===== src/rtl/ascon_host_pkg.sv =====
// Shared types and default widths for the Ascon serial host.
package ascon_host_pkg;

    localparam int unsigned KEY_W_DEF = 128;
    localparam int unsigned BLK_W_DEF = 64;
    localparam int unsigned TAG_W_DEF = 128;
    localparam int unsigned TMO_W_DEF = 16;
    localparam int unsigned CNT_W     = 8;

    typedef enum logic [2:0] {
        IDLE,
        LOAD,
        START,
        WAIT,
        CAPTURE,
        DONE
    } state_t;

endpackage


===== src/rtl/ascon_host_shifter.sv =====
// Parallel-load / serial-out and serial-in / parallel-out shift register, MSB first.
module ascon_host_shifter #(
    parameter int unsigned W = 64
) (
    input  logic         clk,
    input  logic         rst,
    input  logic         load,
    input  logic [W-1:0] load_val,
    input  logic         shift,
    input  logic         sin,
    output logic [W-1:0] q,
    output logic         so
);

    // Load wins over shift; shifting moves toward the MSB so bits leave MSB first.
    always_ff @(posedge clk or negedge rst) begin
        if (!rst) begin
            q <= '0;
        end else if (load) begin
            q <= load_val;
        end else if (shift) begin
            q <= {q[W-2:0], sin};
        end
    end

    assign so = q[W-1];

endmodule


===== src/rtl/ascon_serial_host.sv =====
// Host driver for the bit-serial Ascon core: serializes a command, pulses start,
// waits for ready and deserializes data and tag into a held response.
// Optional watchdog on the WAIT phase: define ASCON_HOST_TIMEOUT_EN.
module ascon_serial_host
    import ascon_host_pkg::*;
#(
    parameter int unsigned KEY_W = KEY_W_DEF,
    parameter int unsigned BLK_W = BLK_W_DEF,
    parameter int unsigned TAG_W = TAG_W_DEF,
    parameter int unsigned TMO_W = TMO_W_DEF
) (
    input  logic             clk,
    input  logic             rst,
    input  logic             cmd_valid,
    output logic             cmd_ready,
    input  logic             cmd_decrypt,
    input  logic [KEY_W-1:0] cmd_key,
    input  logic [KEY_W-1:0] cmd_nonce,
    input  logic [BLK_W-1:0] cmd_ad,
    input  logic [BLK_W-1:0] cmd_data,
    output logic             rsp_valid,
    input  logic             rsp_ready,
    output logic [BLK_W-1:0] rsp_data,
    output logic [TAG_W-1:0] rsp_tag,
    output logic             rsp_timeout,
    output logic             key_so,
    output logic             nonce_so,
    output logic             ad_so,
    output logic             data_so,
    output logic             start_so,
    output logic             decrypt_so,
    input  logic             out_data_si,
    input  logic             tag_si,
    input  logic             ready_si
);

    state_t           state, state_d;
    logic [CNT_W-1:0] cnt, cnt_d;
    logic             accept, load_shift, cap_tag, cap_data, hs;

    logic [KEY_W-1:0] key_par_unused, nonce_par_unused;
    logic [BLK_W-1:0] ad_par_unused, dat_par_unused;
    logic             tag_so_unused, cap_so_unused;

`ifdef ASCON_HOST_TIMEOUT_EN
    logic [TMO_W-1:0] tmo;
    logic             tmo_fire;
`else
    logic [TMO_W-1:0] tmo_unused;
    assign tmo_unused = '0;
`endif

    // State and phase counter register.
    always_ff @(posedge clk or negedge rst) begin
        if (!rst) begin
            state <= IDLE;
            cnt   <= '0;
        end else begin
            state <= state_d;
            cnt   <= cnt_d;
        end
    end

    // Next-state and per-phase strobes; lanes emptying to zero keeps them quiet outside LOAD.
    always_comb begin
        state_d    = state;
        cnt_d      = cnt;
        accept     = 1'b0;
        load_shift = 1'b0;
        cap_tag    = 1'b0;
        cap_data   = 1'b0;
        hs         = 1'b0;
`ifdef ASCON_HOST_TIMEOUT_EN
        tmo_fire   = 1'b0;
`endif
        case (state)
            IDLE: begin
                if (cmd_valid && cmd_ready) begin
                    accept  = 1'b1;
                    cnt_d   = '0;
                    state_d = LOAD;
                end
            end
            LOAD: begin
                load_shift = 1'b1;
                cnt_d      = cnt + CNT_W'(1);
                if (cnt == CNT_W'(KEY_W - 1)) state_d = START;
            end
            START: state_d = WAIT;
            WAIT: begin
                if (ready_si) begin
                    cnt_d   = '0;
                    state_d = CAPTURE;
                end
`ifdef ASCON_HOST_TIMEOUT_EN
                else if (tmo == '1) begin
                    tmo_fire = 1'b1;
                    state_d  = DONE;
                end
`endif
            end
            CAPTURE: begin
                cap_tag  = 1'b1;
                cap_data = (cnt < CNT_W'(BLK_W));
                cnt_d    = cnt + CNT_W'(1);
                if (cnt == CNT_W'(TAG_W - 1)) state_d = DONE;
            end
            DONE: begin
                if (rsp_ready) begin
                    hs      = 1'b1;
                    state_d = IDLE;
                end
            end
            default: state_d = IDLE;
        endcase
    end

    // Registered handshake, start pulse and direction level.
    always_ff @(posedge clk or negedge rst) begin
        if (!rst) begin
            cmd_ready  <= 1'b1;
            rsp_valid  <= 1'b0;
            start_so   <= 1'b0;
            decrypt_so <= 1'b0;
        end else begin
            cmd_ready  <= (state_d == IDLE);
            rsp_valid  <= (state_d == DONE);
            start_so   <= (state_d == START);
            if (accept) begin
                decrypt_so <= cmd_decrypt;
            end else if (state_d == IDLE) begin
                decrypt_so <= 1'b0;
            end
        end
    end

`ifdef ASCON_HOST_TIMEOUT_EN
    // Watchdog counts WAIT cycles; the timeout flag lives until the response handshake.
    always_ff @(posedge clk or negedge rst) begin
        if (!rst) begin
            tmo         <= '0;
            rsp_timeout <= 1'b0;
        end else begin
            tmo <= (state == WAIT) ? tmo + TMO_W'(1) : '0;
            if (tmo_fire) begin
                rsp_timeout <= 1'b1;
            end else if (hs) begin
                rsp_timeout <= 1'b0;
            end
        end
    end
`else
    assign rsp_timeout = 1'b0;
`endif

    ascon_host_shifter #(.W(KEY_W)) u_key (
        .clk(clk), .rst(rst), .load(accept), .load_val(cmd_key),
        .shift(load_shift), .sin(1'b0), .q(key_par_unused), .so(key_so)
    );

    ascon_host_shifter #(.W(KEY_W)) u_nonce (
        .clk(clk), .rst(rst), .load(accept), .load_val(cmd_nonce),
        .shift(load_shift), .sin(1'b0), .q(nonce_par_unused), .so(nonce_so)
    );

    ascon_host_shifter #(.W(BLK_W)) u_ad (
        .clk(clk), .rst(rst), .load(accept), .load_val(cmd_ad),
        .shift(load_shift), .sin(1'b0), .q(ad_par_unused), .so(ad_so)
    );

    ascon_host_shifter #(.W(BLK_W)) u_data (
        .clk(clk), .rst(rst), .load(accept), .load_val(cmd_data),
        .shift(load_shift), .sin(1'b0), .q(dat_par_unused), .so(data_so)
    );

    // Capture registers are zeroed on accept so a timed-out response reads as zero.
    ascon_host_shifter #(.W(TAG_W)) u_tag_cap (
        .clk(clk), .rst(rst), .load(accept), .load_val('0),
        .shift(cap_tag), .sin(tag_si), .q(rsp_tag), .so(tag_so_unused)
    );

    ascon_host_shifter #(.W(BLK_W)) u_data_cap (
        .clk(clk), .rst(rst), .load(accept), .load_val('0),
        .shift(cap_data), .sin(out_data_si), .q(rsp_data), .so(cap_so_unused)
    );

endmodule


===== config.mk =====
export PLATFORM = sky130hd
export DESIGN_NAME = ascon_serial_host
export DESIGN_NICKNAME = d
export VERILOG_FILES = /design/src/rtl/ascon_host_pkg.sv /design/src/rtl/ascon_host_shifter.sv /design/src/rtl/ascon_serial_host.sv
export SDC_FILE = /design/constraint.sdc
export NUM_CORES = 1
export LEC_CHECK = 0
export ABC_CLOCK_PERIOD_IN_PS = 2550
export CORE_ASPECT_RATIO = 0.7
export CORE_MARGIN = 1.5
export CORE_UTILIZATION = 46
export CTS_BUF_LIST = sky130_fd_sc_hd__clkbuf_16
export CTS_CLUSTER_DIAMETER = 30
export CTS_CLUSTER_SIZE = 20
export DETAILED_ROUTE_END_ITERATION = 16
export PLACE_DENSITY = 0.73
export SYNTH_ARGS = -nofsm -noshare
export SYNTH_HDL_FRONTEND = slang
export SYNTH_HIERARCHICAL = 1
export SYNTH_SLANG_ARGS = --single-unit

===== constraint.sdc =====
create_clock -name clk -period 2.55 [get_ports clk]
set_input_delay 0.255 -clock clk [delete_from_list [all_inputs] [get_ports clk]]
set_output_delay 0.255 -clock clk [all_outputs]
set_load 0.005 [all_outputs]

==> load_flow_metrics.sql, run 1 <==
INSERT INTO impl_metrics (metric_group, metric, value, unit) VALUES
('floorplanning', 'die_height', '208', 'um'),
('sta', 'min_period_over_period', '0.839', ''),
('worst_setup_path', 'timing.critical_path.to_type', 'flip-flop', ''),
('cells_and_area', 'final_cell_count_no_fill', '4235', ''),
('routing', 'number_of_nets_with_antenna_violations_after_detailed_routing', '0', ''),
('placed_design', 'dpl_worst_slack', '463', 'ps'),
('sta', 'postLayoutSetupSlackWorst', '410', 'ps'),
('clock_network', 'post_cts_resize_count', '0', ''),
('clock_network', 'clk_pin_slew', '50', 'ps'),
('grt', 'antenna_violations_before_repair', '7', ''),
('clock_network', 'h-tree-depth', '3', ''),
('clock_network', 'cts-root-to-sink-buffers', '3', ''),
('worst_setup_path', 'worstPathMaxFanout', '39', ''),
('grt', 'grt_max_degree', '103', ''),
('grt', 'global_route.usage.met3', '0.0466', ''),
('power', 'vdd_drop_max', '609', 'uV'),
('clock_network', 'root_buffer_master', 'sky130_fd_sc_hd__clkbuf_16', ''),
('routing', 'final_wirelength', '73.4', 'mm'),
('floorplanning', 'total_core_area', '58800', 'um^2'),
('worst_setup_path', 'arrival', '2630', 'ps'),
('cells_and_area', 'layout-drive-gt1-share', '0.0732', ''),
('cells_and_area', 'fin_nets', '3736', ''),
('sta', 'setup_viol', '0', ''),
('floorplanning', 'floorplan.die_area', '61600', 'um^2'),
('routing', 'via_total_after_detailed_routing', '21200', ''),
('grt', 'via_count_of_the_first_global_routing_pass', '21900', ''),
('routing', 'first_iter_violations', '1180', ''),
('clock_network', 'cts_made_buffers', '103', ''),
('routing', 'vias_per_cell', '5.01', ''),
('worst_setup_path', 'worst-r2r-setup-slack', '410', 'ps'),
('worst_setup_path', 'worstSetupStartpointType', 'flip-flop', ''),
('sta', 'final_hold_viol_count', '0', ''),
('clock_network', 'tritoncts', 'done', ''),
('worst_setup_path', 'critical_path.cell_chain', 'inv_1, nor3_2, buf_4, buf_12, buf_4, mux2i_1, o21ai_1', ''),
('placed_design', 'port_buffers', '591', ''),
('logic_synthesis', 'synthesis.yosys.warnings', '6', ''),
('clock_network', 'postCtsSetupBuffers', '0', ''),
('worst_setup_path', 'reg2reg_start', 'state[0]$_DFF_PN0_', ''),
('worst_setup_path', 'timing.rr.end', 'u_key/q[50]$_DFFE_PN0P_', ''),
('grt', 'gr-usage-met2', '0.388', ''),
('floorplanning', 'design.portCount', '593', ''),
('sta', 'slew_headroom', '0.559', ''),
('power', 'power.leakage', '17.2', 'nW'),
('clock_network', 'clkLatencyLatePin', '630', 'ps'),
('floorplanning', 'starting_density_of_the_core', '0.470', ''),
('placed_design', 'dp_hpwl', '51.6', 'mm'),
('sta', 'clock_skew_after_layout', '26.0', 'ps'),
('sta', 'timing.final.crit_period', '2140', 'ps'),
('worst_setup_path', 'critical_path.slowest_cell', 'sky130_fd_sc_hd__dfrtp_1', ''),
('power', 'pwr_density_cell', '1160', 'nW/um^2'),
('grt', 'grt-busiest-layer', 'met2', ''),
('worst_setup_path', 'cpPeakStageDelay', '570', 'ps'),
('flow_run', 'max-cap-violations', '0', ''),
('worst_setup_path', 'critical_path.most_common_cell', 'sky130_fd_sc_hd__buf_4', ''),
('logic_synthesis', 'synth.avg_cell_area', '10.7', 'um^2'),
('grt', 'grt_util_met1', '0.301', ''),
('routing', 'wl_per_cell', '17.3', 'um'),
('sta', 'rsz0062_at_grt', 'false', ''),
('routing', 'drt_pass1_iterations', '5', ''),
('grt', 'global_route.overflow_total', '0', ''),
('worst_setup_path', 'r2r.worst_path.cells', '7', ''),
('clock_network', 'clock_sink_total', '591', ''),
('sta', 'drv_slew', '0', ''),
('sta', 'fmax', '0.467', 'GHz'),
('logic_synthesis', 'synthesis.instances', '2582', ''),
('routing', 'drt_drc_violations_left', '0', ''),
('sta', 'tightestPinTransition', '660', 'ps'),
('cells_and_area', 'syn_to_final_growth', '38.5', '%'),
('floorplanning', 'fp.dieW', '296', 'um'),
('grt', 'grt_pass1_wl', '116', 'mm'),
('worst_setup_path', 'cp.required', '3040', 'ps'),
('grt', 'gr-usage-all-layers', '0.234', ''),
('placed_design', 'place.gp.congestion', '0.863', ''),
('floorplanning', 'placementRows', '74', ''),
('worst_hold_path', 'hp-class', 'input port to asynchronous set/reset pin', ''),
('sta', 'setup-tns-final', '0', 'ps'),
('logic_synthesis', 'combined_area_of_all_synthesized_cells', '27600', 'um^2'),
('worst_setup_path', 'crit_type', 'flip-flop to flip-flop', ''),
('placed_design', 'post-place-cells', '4035', ''),
('status', 'result_of_the_run', 'finished clean', '');
[per-stage QoR]
step / util / instance area, um^2 / total power [mW] / hold WS (ps)
5_1_grt: 0.651 / 38300 / 46.9 / 138
6_report: 0.651 / 38300 / 44.4 / 145
3_5_place_dp: 0.589 / 34600 / 30.4 / 245
4_1_cts: 0.651 / 38200 / 44.7 / 120
2_1_floorplan: - / 28400 / 24.0 / -40.6
3_3_place_gp: 0.589 / 34600 / 29.6 / 235
[layout make-up]
cell class	count	area (um^2)
multi-input cells	1987	12000
clock inverters	90	1010
well taps	798	998
clock buffers	103	2580
repair buffers	657	6860
flip-flops and latches	591	14800
fillers	4490	20500
inverters	3	11.3
diodes	6	15.0
[layout by cell type, fill, tap and decap left out, drive strengths merged, types with 2 or more instances in the layout]
cell and n:
nand2 583, buf 66, clkbuf 103, a21oi 5, clkinvlp 12, o21ai 582, clkinv 37, and2 2
mux2i 578, conb 197, nor3 3, mux2 3, nor2 5, nand3 5, a211o 2, clkdlybuf4s50 590
inv 27, a211oi 2, dfrtp 590, bufinv 17, o21a 2, a22o 2, diode 6, nor3b 2
[where the power goes]
group | total (mW) | switching [mW] | internal (mW) | leakage (nW)
registers | 17.5 | 3.31 | 14.1 | 6.99
clock network | 14.0 | 4.86 | 9.13 | 1.78
logic | 12.9 | 5.59 | 7.34 | 8.43
total | 44.4 | 13.8 | 30.6 | 17.2
[worst max-delay path: cells and delay by family, from the launching register on]
kind	cells	cell delay (ps)
AND/OR/NAND/NOR	1	130
flip-flops	1	570
AO/OA/AOI/OAI	1	80
buffers and inverters	4	910
multiplexers	1	260
[per-layer routing]
layer  wire, um  vias up
met1      31000    10200
li1           -    10300
met3       4000      165
met5         20        -
met4       2440        2
met2      35900      600
[registers in the layout (all words and copies together) (netlist names)]
signal / flops
u_key/q: 128
rsp_valid: 1
u_nonce/q: 128
cnt: 8
u_ad/q: 64
u_data/q: 64
u_tag_cap/q: 128
u_data_cap/q: 64
state: 3
cmd_ready: 1
start_so: 1
decrypt_so: 1
[worst max path at each step]
stage,start,to,depth (start not counted)
after detailed placement,state[0]$_DFF_PN0_,u_key/q[50]$_DFFE_PN0P_,7
after global routing,state[0]$_DFF_PN0_,u_key/q[29]$_DFFE_PN0P_,7
after CTS,state[0]$_DFF_PN0_,u_key/q[50]$_DFFE_PN0P_,7
final,state[0]$_DFF_PN0_,u_key/q[50]$_DFFE_PN0P_,7
after floorplan,state[1]$_DFF_PN0_,u_ad/q[10]$_DFFE_PN0P_,6
after global placement,state[2]$_DFF_PN0_,u_data_cap/q[48]$_DFFE_PN0P_,5
[what timing repair did]
action | in CTS | in global routing
hold buffers | 1 | 0
setup endpoints to repair | 0 | 0
hold endpoints to repair | 46 | 0
Power figures use the tool's default switching activity.
==> run 2, diff against run 1 <==
- ABC_CLOCK_PERIOD_IN_PS: 2550 -> 2230
- clock period: 2.55 -> 2.23 ns (I/O delays scaled with it)
==> run 2 against run 1 <==
Effect of this change:
- critical path depth shrank 6
- non-clock buffer count grew 12
- sequential cell count is the same
- highest routed layer unchanged
- clock power grew 18%
- critical endpoint is now rsp_tag[62]
==> load_flow_metrics.sql, run 2 (synthesis gave the netlist of run 1 again) <==
INSERT INTO impl_metrics (metric_group, metric, value, unit) VALUES
('flow_run', 'max-cap-violations', '0', ''),
('clock_network', 'clk_pin_slew', '50', 'ps'),
('clock_network', 'tritoncts', 'done', ''),
('clock_network', 'post_cts_resize_count', '0', ''),
('routing', 'drt_pass1_iterations', '7', ''),
('grt', 'global_route.overflow_total', '0', ''),
('power', 'vdd_drop_max', '820', 'uV'),
('routing', 'via_total_after_detailed_routing', '21300', ''),
('floorplanning', 'floorplan.die_area', '61600', 'um^2'),
('worst_setup_path', 'arrival', '1790', 'ps'),
('floorplanning', 'starting_density_of_the_core', '0.470', ''),
('routing', 'drt_drc_violations_left', '0', ''),
('routing', 'vias_per_cell', '5.02', ''),
('worst_setup_path', 'timing.critical_path.to_type', 'output pin', ''),
('worst_setup_path', 'critPathTopFamily', 'buffers and inverters', ''),
('placed_design', 'dpl_worst_slack', '264', 'ps'),
('cells_and_area', 'multi_input_comb_area', '12000', 'um^2'),
('clock_network', 'postCtsSetupBuffers', '0', ''),
('status', 'result_of_the_run', 'finished clean', ''),
('worst_setup_path', 'worstSetupStartpointType', 'flip-flop', ''),
('floorplanning', 'fp.dieW', '296', 'um'),
('sta', 'setup-tns-final', '0', 'ps'),
('sta', 'postLayoutSetupSlackWorst', '215', 'ps'),
('routing', 'total_length_of_routed_met2_wires', '35.7', 'mm'),
('routing', 'detail_route.wirelength.met1', '31.1', 'mm'),
('routing', 'highest_layer', 'met5', ''),
('clock_network', 'cts_made_buffers', '107', ''),
('cells_and_area', 'fin_nets', '3752', ''),
('power', 'power.leakage', '17.3', 'nW'),
('worst_setup_path', 'cpPeakStageDelay', '630', 'ps'),
('worst_setup_path', 'crit_type', 'flip-flop to output pin', ''),
('sta', 'timing.final.crit_period', '2010', 'ps'),
('worst_setup_path', 'cp.required', '2010', 'ps'),
('routing', 'wl_per_cell', '17.4', 'um'),
('placed_design', 'dp_hpwl', '51.8', 'mm'),
('cells_and_area', 'layout_top_registers', 'u_key/q (128), u_nonce/q (128), u_tag_cap/q (128)', ''),
('grt', 'antenna_violations_before_repair', '8', ''),
('sta', 'clock_skew_after_layout', '25.6', 'ps'),
('sta', 'fmax', '0.496', 'GHz'),
('sta', 'rsz0062_at_grt', 'false', ''),
('worst_setup_path', 'critical_path.cell_chain', 'clkdlybuf4s50_1', ''),
('cells_and_area', 'layout-drive-gt1-share', '0.0772', ''),
('placed_design', 'place.gp.congestion', '0.874', ''),
('grt', 'via_count_of_the_first_global_routing_pass', '21800', ''),
('placed_design', 'port_buffers', '591', ''),
('clock_network', 'clock_sink_total', '591', ''),
('routing', 'final_wirelength', '74.0', 'mm'),
('clock_network', 'hold_buffers', '1', ''),
('routing', 'number_of_nets_with_antenna_violations_after_detailed_routing', '0', ''),
('clock_network', 'root_buffer_master', 'sky130_fd_sc_hd__clkbuf_16', ''),
('clock_network', 'cts-root-to-sink-buffers', '3', ''),
('clock_network', 'clkLatencyLatePin', '650', 'ps'),
('floorplanning', 'total_core_area', '58800', 'um^2'),
('sta', 'tightestPinTransition', '676', 'ps'),
('clock_network', 'h-tree-depth', '3', ''),
('sta', 'slew_headroom', '0.548', ''),
('cells_and_area', 'num-fill-cells', '4444', ''),
('grt', 'gr-usage-all-layers', '0.234', ''),
('cells_and_area', 'syn_to_final_growth', '39.4', '%'),
('sta', 'drv_slew', '0', ''),
('floorplanning', 'die_height', '208', 'um'),
('cells_and_area', 'seq_area', '14800', 'um^2'),
('sta', 'setup_viol', '0', ''),
('cells_and_area', 'layout_common_cells', 'sky130_fd_sc_hd__dfrtp_1 (590), sky130_fd_sc_hd__clkdlybuf4s50_1 (590), sky130_fd_sc_hd__nand2_1 (583)', ''),
('floorplanning', 'design.portCount', '593', ''),
('power', 'pwr_density_cell', '1330', 'nW/um^2'),
('worst_hold_path', 'hp-class', 'input port to asynchronous set/reset pin', ''),
('worst_setup_path', 'cp.buffers_inverters', '1', ''),
('routing', 'first_iter_violations', '1430', ''),
('sta', 'min_period_over_period', '0.903', ''),
('grt', 'grt_pass1_wl', '116', 'mm'),
('sta', 'final_hold_viol_count', '0', ''),
('worst_setup_path', 'worstPathMaxFanout', '3', ''),
('worst_setup_path', 'critical_path.slowest_cell', 'sky130_fd_sc_hd__clkdlybuf4s50_1', ''),
('routing', 'met3RoutedLength', '4.89', 'mm'),
('grt', 'grt_max_degree', '122', ''),
('floorplanning', 'placementRows', '74', '');
[run 2: cell count changes in the layout (fill, tap and decap cells not counted), moves of 3 or more]
| cell | delta |
|---|---|
| sky130_fd_sc_hd__clkinv_4 | +6 |
| sky130_fd_sc_hd__diode_2 | -3 |
| sky130_fd_sc_hd__buf_12 | +4 |
| sky130_fd_sc_hd__clkinvlp_4 | -7 |
| sky130_fd_sc_hd__clkinv_1 | +4 |
| sky130_fd_sc_hd__clkbuf_16 | +4 |
| sky130_fd_sc_hd__buf_4 | +8 |
| sky130_fd_sc_hd__inv_6 | -3 |
| sky130_fd_sc_hd__inv_1 | -6 |
[run 2: routing by layer]
| metal | up-vias | global-route usage |
|---|---|---|
| li1 | 10300 | - |
| met1 | 10200 | 0.301 |
| met2 | 590 | 0.379 |
| met3 | 147 | 0.0585 |
| met4 | 10 | 0.0888 |
| met5 | - | 0 |
[run 2: through the flow]
step / total power, mW / utilization / area (um^2) / instances / hold slack [ps]
after floorplan: 27.4 / - / 28400 / 2778 / -72.6
after global placement: 34.0 / 0.592 / 34800 / 4047 / 223
after detailed placement: 34.9 / 0.592 / 34800 / 4047 / 224
after CTS: 51.7 / 0.655 / 38500 / 4242 / 86.1
after global routing: 54.1 / 0.655 / 38500 / 4245 / 105
final: 51.3 / 0.655 / 38500 / 4245 / 107
[run 2: cell type report]
type,instances,area share
inverter,3,0.000292
antenna,3,0.000195
clock buffer,107,0.0695
tap,798,0.0259
multi-input combinational,1987,0.312
clock inverter,87,0.0266
timing repair buffer,669,0.182
sequential,591,0.384
[run 2: final timing paths]
kind	from	endpoint	slack [ps]	depth (start not counted)
min in group clk	cmd_data[45]	u_data/q[45]$_DFFE_PN0P_	130	3
max in group asynchronous	rst	u_data_cap/q[10]$_DFFE_PN0P_	1080	3
worst min-delay path	rst	u_tag_cap/q[108]$_DFFE_PN0P_	110	2
worst max-delay path	u_tag_cap/q[62]$_DFFE_PN0P_	rsp_tag[62]	220	1
worst max register to register	state[1]$_DFF_PN0_	u_data_cap/q[48]$_DFFE_PN0P_	260	6
worst min register to register	cnt[3]$_DFFE_PN0P_	cnt[3]$_DFFE_PN0P_	500	1
[run 2: power by group]
group	leakage [nW]	switching (mW)	internal [mW]
Combinational	8.51	6.51	8.40
Sequential	6.99	3.79	16.2
Clock	1.84	5.63	10.8
